--- src/rtl/bsk_prd_poller.sv ---
// Purpose : polls the two PRD command-receiver units over the shared host bus,
//           checks their version field and debounces their command words.
// Latency : one poll = 4 accesses of (SETUP_CYC+STROBE_CYC+1) cycles + 1 DONE
//           cycle (6 accesses when BSK_PRD_POLLER_ECHO_EN is defined).
//           oComValid pulses in DONE.
// Backpressure: none. A request while busy is held in a one-deep pending flag.
//           Any further request while the flag is set is dropped.
// Optional feature macro: BSK_PRD_POLLER_ECHO_EN. When defined, the committed
//           command words are written back to each unit at A=10.
// Ports   : clk, iRes (sync, active low), iEn (periodic polling),
//           iStart (immediate poll), iD/oD/oDOe (bus data),
//           oCS/oA/oRd/oWr (bus control), oCom0/oCom1 (debounced commands),
//           oComValid (end-of-poll pulse), oVerErr (per-unit version error),
//           oBusy (poll in progress).
module bsk_prd_poller #(
   parameter int unsigned SETUP_CYC  = 1,
   parameter int unsigned STROBE_CYC = 3,
   parameter int unsigned PERIOD_CYC = 1000,
   parameter logic [3:0]  CS_UNIT0   = 4'b1011,
   parameter logic [3:0]  CS_UNIT1   = 4'b1001,
   parameter logic [6:0]  VERSION    = 7'h25
) (
   input  logic        clk,
   input  logic        iRes,
   input  logic        iEn,
   input  logic        iStart,
   input  logic [15:0] iD,
   output logic [15:0] oD,
   output logic        oDOe,
   output logic [3:0]  oCS,
   output logic [1:0]  oA,
   output logic        oRd,
   output logic        oWr,
   output logic [15:0] oCom0,
   output logic [15:0] oCom1,
   output logic        oComValid,
   output logic [1:0]  oVerErr,
   output logic        oBusy
);

`ifdef BSK_PRD_POLLER_ECHO_EN
   localparam logic [2:0] LAST_ACC = 3'd5;
`else
   localparam logic [2:0] LAST_ACC = 3'd3;
`endif

   localparam int PW = $clog2(PERIOD_CYC);

   typedef enum logic [2:0] {
      IDLE   = 3'd0,
      SETUP  = 3'd1,
      STROBE = 3'd2,
      HOLD   = 3'd3,
      DONE   = 3'd4
   } state_t;

   state_t        state, state_nxt;
   logic [3:0]    ph_cnt, ph_cnt_nxt;
   logic [2:0]    acc, acc_nxt;

   logic [PW-1:0] per_cnt;
   logic          pending;
   logic          wrap, req, busy, start_now;

   logic [6:0]    stat0, stat1;
   logic [15:0]   raw0, raw1, prev0, prev1;
   logic [15:0]   com0, com1;
   logic [15:0]   com0_nxt, com1_nxt;
   logic [1:0]    ver_err;

   logic          strobe_last;
   logic          is_write;
   logic          is_unit1;

   assign wrap      = iEn && (per_cnt == PW'(PERIOD_CYC - 1));
   assign req       = iStart || wrap;
   assign busy      = (state != IDLE);
   // A new poll may begin from IDLE or straight out of DONE (back-to-back).
   assign start_now = ((state == IDLE) || (state == DONE)) && (req || pending);

   assign strobe_last = (state == STROBE) && (ph_cnt == 4'(STROBE_CYC - 1));
   // Accesses 0..3 are reads; 4 and 5 (echo build only) are writes.
   assign is_write    = acc[2];
   assign is_unit1    = (acc == 3'd2) || (acc == 3'd3) || (acc == 3'd5);

   // Value each unit's command word takes at DONE; also the echo write data,
   // which is stable for the whole write access since raw/prev/com are static.
   assign com0_nxt = (raw0 == prev0) ? raw0 : com0;
   assign com1_nxt = (raw1 == prev1) ? raw1 : com1;

   // ---------------- state register ----------------
   always_ff @(posedge clk) begin
      if (!iRes) begin
         state  <= IDLE;
         ph_cnt <= 4'd0;
         acc    <= 3'd0;
      end else begin
         state  <= state_nxt;
         ph_cnt <= ph_cnt_nxt;
         acc    <= acc_nxt;
      end
   end

   // ---------------- next-state logic ----------------
   always_comb begin
      state_nxt  = state;
      ph_cnt_nxt = ph_cnt;
      acc_nxt    = acc;
      case (state)
         IDLE: begin
            if (start_now) begin
               state_nxt  = SETUP;
               ph_cnt_nxt = 4'd0;
               acc_nxt    = 3'd0;
            end
         end
         SETUP: begin
            if (ph_cnt == 4'(SETUP_CYC - 1)) begin
               state_nxt  = STROBE;
               ph_cnt_nxt = 4'd0;
            end else begin
               ph_cnt_nxt = ph_cnt + 4'd1;
            end
         end
         STROBE: begin
            if (strobe_last) begin
               state_nxt  = HOLD;
               ph_cnt_nxt = 4'd0;
            end else begin
               ph_cnt_nxt = ph_cnt + 4'd1;
            end
         end
         HOLD: begin
            if (acc == LAST_ACC) begin
               state_nxt = DONE;
            end else begin
               state_nxt  = SETUP;
               ph_cnt_nxt = 4'd0;
               acc_nxt    = acc + 3'd1;
            end
         end
         DONE: begin
            if (start_now) begin
               state_nxt  = SETUP;
               ph_cnt_nxt = 4'd0;
               acc_nxt    = 3'd0;
            end else begin
               state_nxt = IDLE;
            end
         end
         default: begin
            state_nxt = IDLE;
         end
      endcase
   end

   // ---------------- output decode ----------------
   always_comb begin
      oCS       = 4'b1111;
      oA        = 2'b00;
      oRd       = 1'b1;
      oWr       = 1'b1;
      oDOe      = 1'b0;
      oD        = 16'h0000;
      oComValid = 1'b0;
      oBusy     = busy;
      if ((state == SETUP) || (state == STROBE) || (state == HOLD)) begin
         oCS = is_unit1 ? CS_UNIT1 : CS_UNIT0;
         // Status lives at A=11, command word at A=01, echo target at A=10.
         oA  = is_write ? 2'b10 : (acc[0] ? 2'b01 : 2'b11);
         if (state == STROBE) begin
            if (is_write) oWr = 1'b0;
            else          oRd = 1'b0;
         end
`ifdef BSK_PRD_POLLER_ECHO_EN
         if (is_write) begin
            oDOe = 1'b1;
            oD   = is_unit1 ? com1_nxt : com0_nxt;
         end
`endif
      end else if (state == DONE) begin
         oComValid = 1'b1;
      end
   end

   // ---------------- datapath ----------------
   always_ff @(posedge clk) begin
      if (!iRes) begin
         per_cnt <= '0;
         pending <= 1'b0;
         stat0   <= 7'd0;
         stat1   <= 7'd0;
         raw0    <= 16'd0;
         raw1    <= 16'd0;
         prev0   <= 16'd0;
         prev1   <= 16'd0;
         com0    <= 16'd0;
         com1    <= 16'd0;
         ver_err <= 2'b00;
      end else begin
         if (!iEn || wrap) per_cnt <= '0;
         else              per_cnt <= per_cnt + PW'(1);

         if (start_now)         pending <= 1'b0;
         else if (busy && req)  pending <= 1'b1;

         if (strobe_last && !is_write) begin
            case (acc)
               3'd0:    stat0 <= iD[7:1];
               3'd1:    raw0  <= iD;
               3'd2:    stat1 <= iD[7:1];
               default: raw1  <= iD;
            endcase
         end

         if (state == DONE) begin
            ver_err <= {(stat1 != VERSION), (stat0 != VERSION)};
            com0    <= com0_nxt;
            com1    <= com1_nxt;
            prev0   <= raw0;
            prev1   <= raw1;
         end
      end
   end

   assign oCom0   = com0;
   assign oCom1   = com1;
   assign oVerErr = ver_err;

endmodule

--- config.mk ---
export PLATFORM = sky130hd
export DESIGN_NAME = bsk_prd_poller
export DESIGN_NICKNAME = d
export VERILOG_FILES = /design/src/rtl/bsk_prd_poller.sv
export SDC_FILE = /design/constraint.sdc
export NUM_CORES = 1
export LEC_CHECK = 0
export CORE_ASPECT_RATIO = 1.5
export CORE_MARGIN = 8
export CORE_UTILIZATION = 45
export DETAILED_ROUTE_END_ITERATION = 10
export HOLD_SLACK_MARGIN = 0.1
export PLACE_DENSITY = 0.71
export SYNTH_ARGS = -nofsm -noshare
export SYNTH_HDL_FRONTEND = slang
export SYNTH_SLANG_ARGS = --single-unit
export TNS_END_PERCENT = 1
--- constraint.sdc ---
create_clock -name clk -period 6 [get_ports clk]
set_input_delay 1.8 -clock clk [delete_from_list [all_inputs] [get_ports clk]]
set_output_delay 1.8 -clock clk [all_outputs]
set_load 0.005 [all_outputs]
==> results of run 1 <==
==> worst max-delay path: cells and delay by family (launching register included) <==
kind | cells | cell delay, ps
buffers and inverters | 2 | 560
flip-flops | 1 | 590
AND/OR/NAND/NOR | 2 | 930
==> synth_stat cells, types with 2 or more instances <==
cell type,number,share of area (%)
clkbuf_1,32,2.1
o22ai_1,3,0.33
buf_4,21,2.8
xor2_1,33,5.1
o21ai_0,33,2.9
or3_1,3,0.33
a21boi_0,2,0.26
nand3b_1,2,0.26
buf_2,6,0.53
nor2_1,40,2.6
mux2i_1,17,3.0
a311oi_1,2,0.31
nor3b_1,4,0.53
nor2b_1,2,0.22
inv_2,2,0.13
nand4b_1,2,0.31
o21a_1,2,0.26
conb_1,2,0.13
ha_1,9,2.0
xnor2_1,7,1.1
nand2b_1,4,0.44
inv_1,7,0.46
nand2_1,132,8.7
nand3_1,55,4.8
nor3_1,7,0.62
nor4_1,6,0.66
a21oi_1,99,8.7
nor4bb_1,2,0.35
nand4_1,3,0.33
dfxtp_1,133,47
and3_1,3,0.33
==> metal layers <==
layer  track usage (%)  share of wire (%)  wire length, microns
met4              7.77                2.8                   379
met2              28.8                 52                  6960
met3              4.94                5.5                   742
met1              17.2                 40                  5390
met5                 0                  0                     0
==> state kept, by name (all words and copies together), names as in the netlist <==
| register | count |
|---|---|
| raw1 | 16 |
| stat0 | 7 |
| prev1 | 16 |
| oCom1 | 16 |
| pending | 1 |
| per_cnt | 10 |
| state | 3 |
| oVerErr | 2 |
| ph_cnt | 4 |
| oCom0 | 16 |
| raw0 | 16 |
| stat1 | 7 |
| acc | 3 |
| prev0 | 16 |
==> area by class of cell <==
type	instances	area, sq um	area share [%]
multi-input cells	504	2730	39.9
clock buffers	17	425	6.22
clock inverters	15	158	2.31
well taps	156	195	2.86
flip-flops and latches	133	2660	39.0
repair buffers	64	633	9.26
inverters	9	33.8	0.494
==> power breakdown <==
part	total, mW	internal, mW	switching [mW]	leakage, nW
combinational	0.0805	0.0356	0.0449	1.27
clock	1.01	0.613	0.402	0.276
sequential	0.894	0.887	0.00705	1.07
==> through the flow <==
step	area (sq um)	cells	power, mW	utilization (%)	worst slack (ps)
CTS	6830	898	2.00	55.2	1690
detailed placement	6250	866	0.992	50.5	2100
finish	6830	898	1.99	55.2	1700
global placement	6250	866	0.991	50.5	2140
global route	6830	898	2.05	55.2	1460
floorplan	5750	707	0.962	-	2910
==> path summary, 6_finish.rpt <==
check	startpoint	endpoint	slack, ps	cells after the start
max	state[0]	oComValid	1700	4
min	stat1[0]	stat1[0]	460	2
max reg2reg	state[0]	oCom0[10]	2330	8
min reg2reg	stat1[0]	stat1[0]	460	2
==> logic make-up after synthesis <==
logic type / Yosys count / share of synthesized area [%]
adder cells (fa/ha/maj): 9 / 1.98
other: 2 / 0.132
AO/OA/AOI/OAI: 146 / 13.6
buffers and inverters: 70 / 6.28
XOR/XNOR: 40 / 6.17
flip-flops: 133 / 46.9
AND/OR/NAND/NOR: 272 / 21.8
multiplexers: 18 / 3.19
==> flow_summary.ini, run 1 <==
[die]
rows = 50
dieHeight_microns = 154
dieArea_sq_mm = 0.0166
die_w_microns = 108
start_util_pct = 45.9
coreArea_sq_mm = 0.0124
ios = 81

[route]
vias_per_cell = 5.28
drt_iter0_markers = 268
vias = 4744
drc = 0
antenna_left = 0
drt-wirelength-per-cell_microns = 15.0
drt_first_pass_iters = 5
wl_microns = 13500

[sta]
period_share_pct = 71.7
setup_tns_ps = 0
hold_slack_ps = 457
maxSlewHeadroom_pct = 26.9
skew_ps = 7.36
period_minus_slack_ps = 4300
drv_slew = 0
setup_viol = 0
rsz0062_at_grt = no
fmax_mhz = 232
hold_viol_final = 0
worst_pin_slew_ps = 1090

[placed_design]
gp_congestion = 0.815
dp_hpwl_microns = 9510
io_buffers = 61

[global_route]
antenna_found_initial = 0
grt-ovfl-total = 0
grt_pass1_vias = 4686
grt_first_pass_wirelength_microns = 21900
grt_usage_pct = 16.4
grt_start_max_net_pins = 56

[worst_setup_path]
critPathCaptureType = primary output
worstPathArrival_ps = 2500
crit_chain = nor2_2, nand2_1, inv_2, clkdlybuf4s50_1
crit_path_max_fanout = 33
worstPathRequired_ps = 4200
slowest_stage = nand2_1
critical_path_class = reg2out
start_kind = register
slowest_delay_ps = 820

[cells_and_area]
fillers = 1120
finalNetCount = 758
final_cell_mix = dfxtp_1 (133), nand2_1 (132), a21oi_1 (99)
n_antenna_cell = 0
drive_gt1_share_pct = 5.93
syn2layout_area_growth_pct = 20.3
final_common_cell = dfxtp_1

[clock_tree]
root_buffer = clkbuf_16
cts_setup_buffers = 0
cts_tree = yes
cts_buffer_depth = 2
cts_sinks = 133
cts_hold_buf = 0
cts.clk_slew.worst_paths_ps = 60
clk-insertion-delay-late_ps = 420
cts_buffers = 17
postCtsResizedCells = 0
htree_levels = 4

[yosys]
synth_edf_count = 0
seq_area_frac_synth_pct = 46.9
syn_area_sq_mm = 0.00568
synth.distinct_cells = 46
yosysWarnings = 0
synth_ff_type = dfxtp_1
async_flop_share_pct = 0
synth_cells = 690
ys_ff_latch = 133
syn_area_per_cell_sq_um = 8.23

[power]
leakage_nw = 2.61
powerDensity_mw_per_mm2 = 291
vdd_ir_drop_max_uv = 198

[outcome]
status = complete, no violations

[run]
cap_viol_max_count = 0

[hold_path]
hold_class = reg2reg
No activity file was read; power rests on OpenSTA's default activity.
==> run 2, diff against run 1 <==
Settings changed: PLACE_DENSITY 0.71 to 0.74.
Clock period 6 ns to 3.75 ns, I/O delays scaled along.
==> run 2 against run 1 <==
  * First-iteration DRC count rose by 14%
  * Combinational power rose by 63%
  * Clock skew barely moved
  * Sequential share of layout area fell by 0.15 points
  * Cell area rose by 0.38%
  * Non-clock buffer count rose by 3
  * Die area did not move
  * Flip-flop and latch count did not move
  * Register-to-register slack got worse by 1400 ps
  * Critical path depth rose by 1
  * Worst hold slack got worse by 5.8 ps
  * Critical path type unchanged
  * Largest power group unchanged
==> flow_summary.ini, run 2 (same netlist as run 1, synthesis figures left out) <==
[global_route]
grt_pass1_vias = 4692
antenna_found_initial = 0
grt_usage_pct = 17.0
grt_first_pass_wirelength_microns = 22700
grt_start_max_net_pins = 71
grt-ovfl-total = 0

[sta]
drv_slew = 0
period_minus_slack_ps = 3330
hold_viol_final = 0
maxSlewHeadroom_pct = 33.8
skew_ps = 6.88
fmax_mhz = 301
rsz0062_at_grt = no
setup_ws_ps = 424
hold_slack_ps = 452
setup_tns_ps = 0
worst_pin_slew_ps = 991
setup_viol = 0
period_share_pct = 88.7

[route]
drc = 0
drt-wirelength-per-cell_microns = 15.3
drt_iter0_markers = 306
vias = 4756
wl_microns = 13800
antenna_left = 0
drt_first_pass_iters = 5
vias_per_cell = 5.28

[worst_setup_path]
crit_chain = inv_1, ha_1, mux2_2, o21bai_1, clkdlybuf4s50_1
worstPathArrival_ps = 2200
slowest_delay_ps = 520
path_buf_inv = 2
critical_path_class = reg2out
crit_family = buffers and inverters
path_depth = 5
r2r.worst_path.cells = 9
critPathCaptureType = primary output
crit_path_max_fanout = 10
worstPathRequired_ps = 2620
slowest_stage = clkdlybuf4s50_1
start_kind = register

[power]
switchingPower_uw = 699
p_clk_share_pct = 50.6
p_int_mw = 2.46
vdd_ir_drop_max_uv = 330
seqPwrFrac_pct = 45.2
combPwrFrac_pct = 4.1
power.total_mw = 3.16
leakage_nw = 2.63
powerDensity_mw_per_mm2 = 461
swShare_pct = 22.1

[die]
ios = 81
dieArea_sq_mm = 0.0166
start_util_pct = 45.9
die_w_microns = 108
rows = 50
dieHeight_microns = 154
coreArea_sq_mm = 0.0124

[clock_tree]
cts_buffers = 17
htree_levels = 4
root_buffer = clkbuf_16
cts_setup_buffers = 0
cts_sinks = 133
postCtsResizedCells = 0
clk-insertion-delay-late_ps = 420
cts_tree = yes
cts_buffer_depth = 2
cts.clk_slew.worst_paths_ps = 60
cts_hold_buf = 0

[cells_and_area]
finalNetCount = 761
postLayoutCoreUtil_pct = 55.4
final_cell_mix = dfxtp_1 (133), nand2_1 (132), a21oi_1 (99)
n_antenna_cell = 0
fin_cells = 900
fin_area_sq_mm = 0.00686
drive_gt1_share_pct = 6.18
syn2layout_area_growth_pct = 20.7
final_common_cell = dfxtp_1

[placed_design]
preCtsSetupSlack_ps = 830
dp_hpwl_microns = 9730
gp_congestion = 0.832
io_buffers = 61
placed_cell_area_sq_mm = 0.00629
dp.cells = 869

[hold_path]
min_path_cells = 2
hold_class = reg2reg

[outcome]
status = complete, no violations

[run]
cap_viol_max_count = 0
[run 2: cell count changes in the layout (fill, tap and decap cells not counted), sizes merged]
cell and change:
clkbuf +1, clkinv -1, buf +3, inv -2
clkinvlp +1
[run 2: worst paths after layout]
check        startpoint       end  slack, ps
max              acc[0]    oCS[1]        420
min            stat0[2]  stat0[2]        450
max reg2reg    state[0]  oCom1[2]        950
min reg2reg    stat0[2]  stat0[2]        450
[run 2: cell type report]
class,count,area [sq um]
Fill cell,1131,5530
Multi-Input combinational cell,504,2730
Sequential cell,133,2660
Timing Repair Buffer,67,668
Clock buffer,18,439
Tap cell,156,195
Clock inverter,13,135
Inverter,9,33.8
[run 2: routing by layer]
metal	track usage (%)	vias up	wire (microns)
met5	0	-	0
met4	8.23	0	347
met3	3.85	30	589
met2	30.5	106	7400
met1	18.0	2244	5420
li1	-	2376	-
[run 2: worst min-delay path, stage by stage, from the launching register on]
cell	delay (ps)
dfxtp_1	300
nand2_1	50
a21oi_1	50
[run 2: power groups by stage]
stage	Sequential, mW	Clock (mW)	Combinational [mW]
after CTS	1.43	1.62	0.131
after global placement	1.46	0	0.127
after floorplan	1.45	0	0.0849
after global routing	1.43	1.69	0.144
after detailed placement	1.46	0	0.129
final	1.43	1.60	0.131
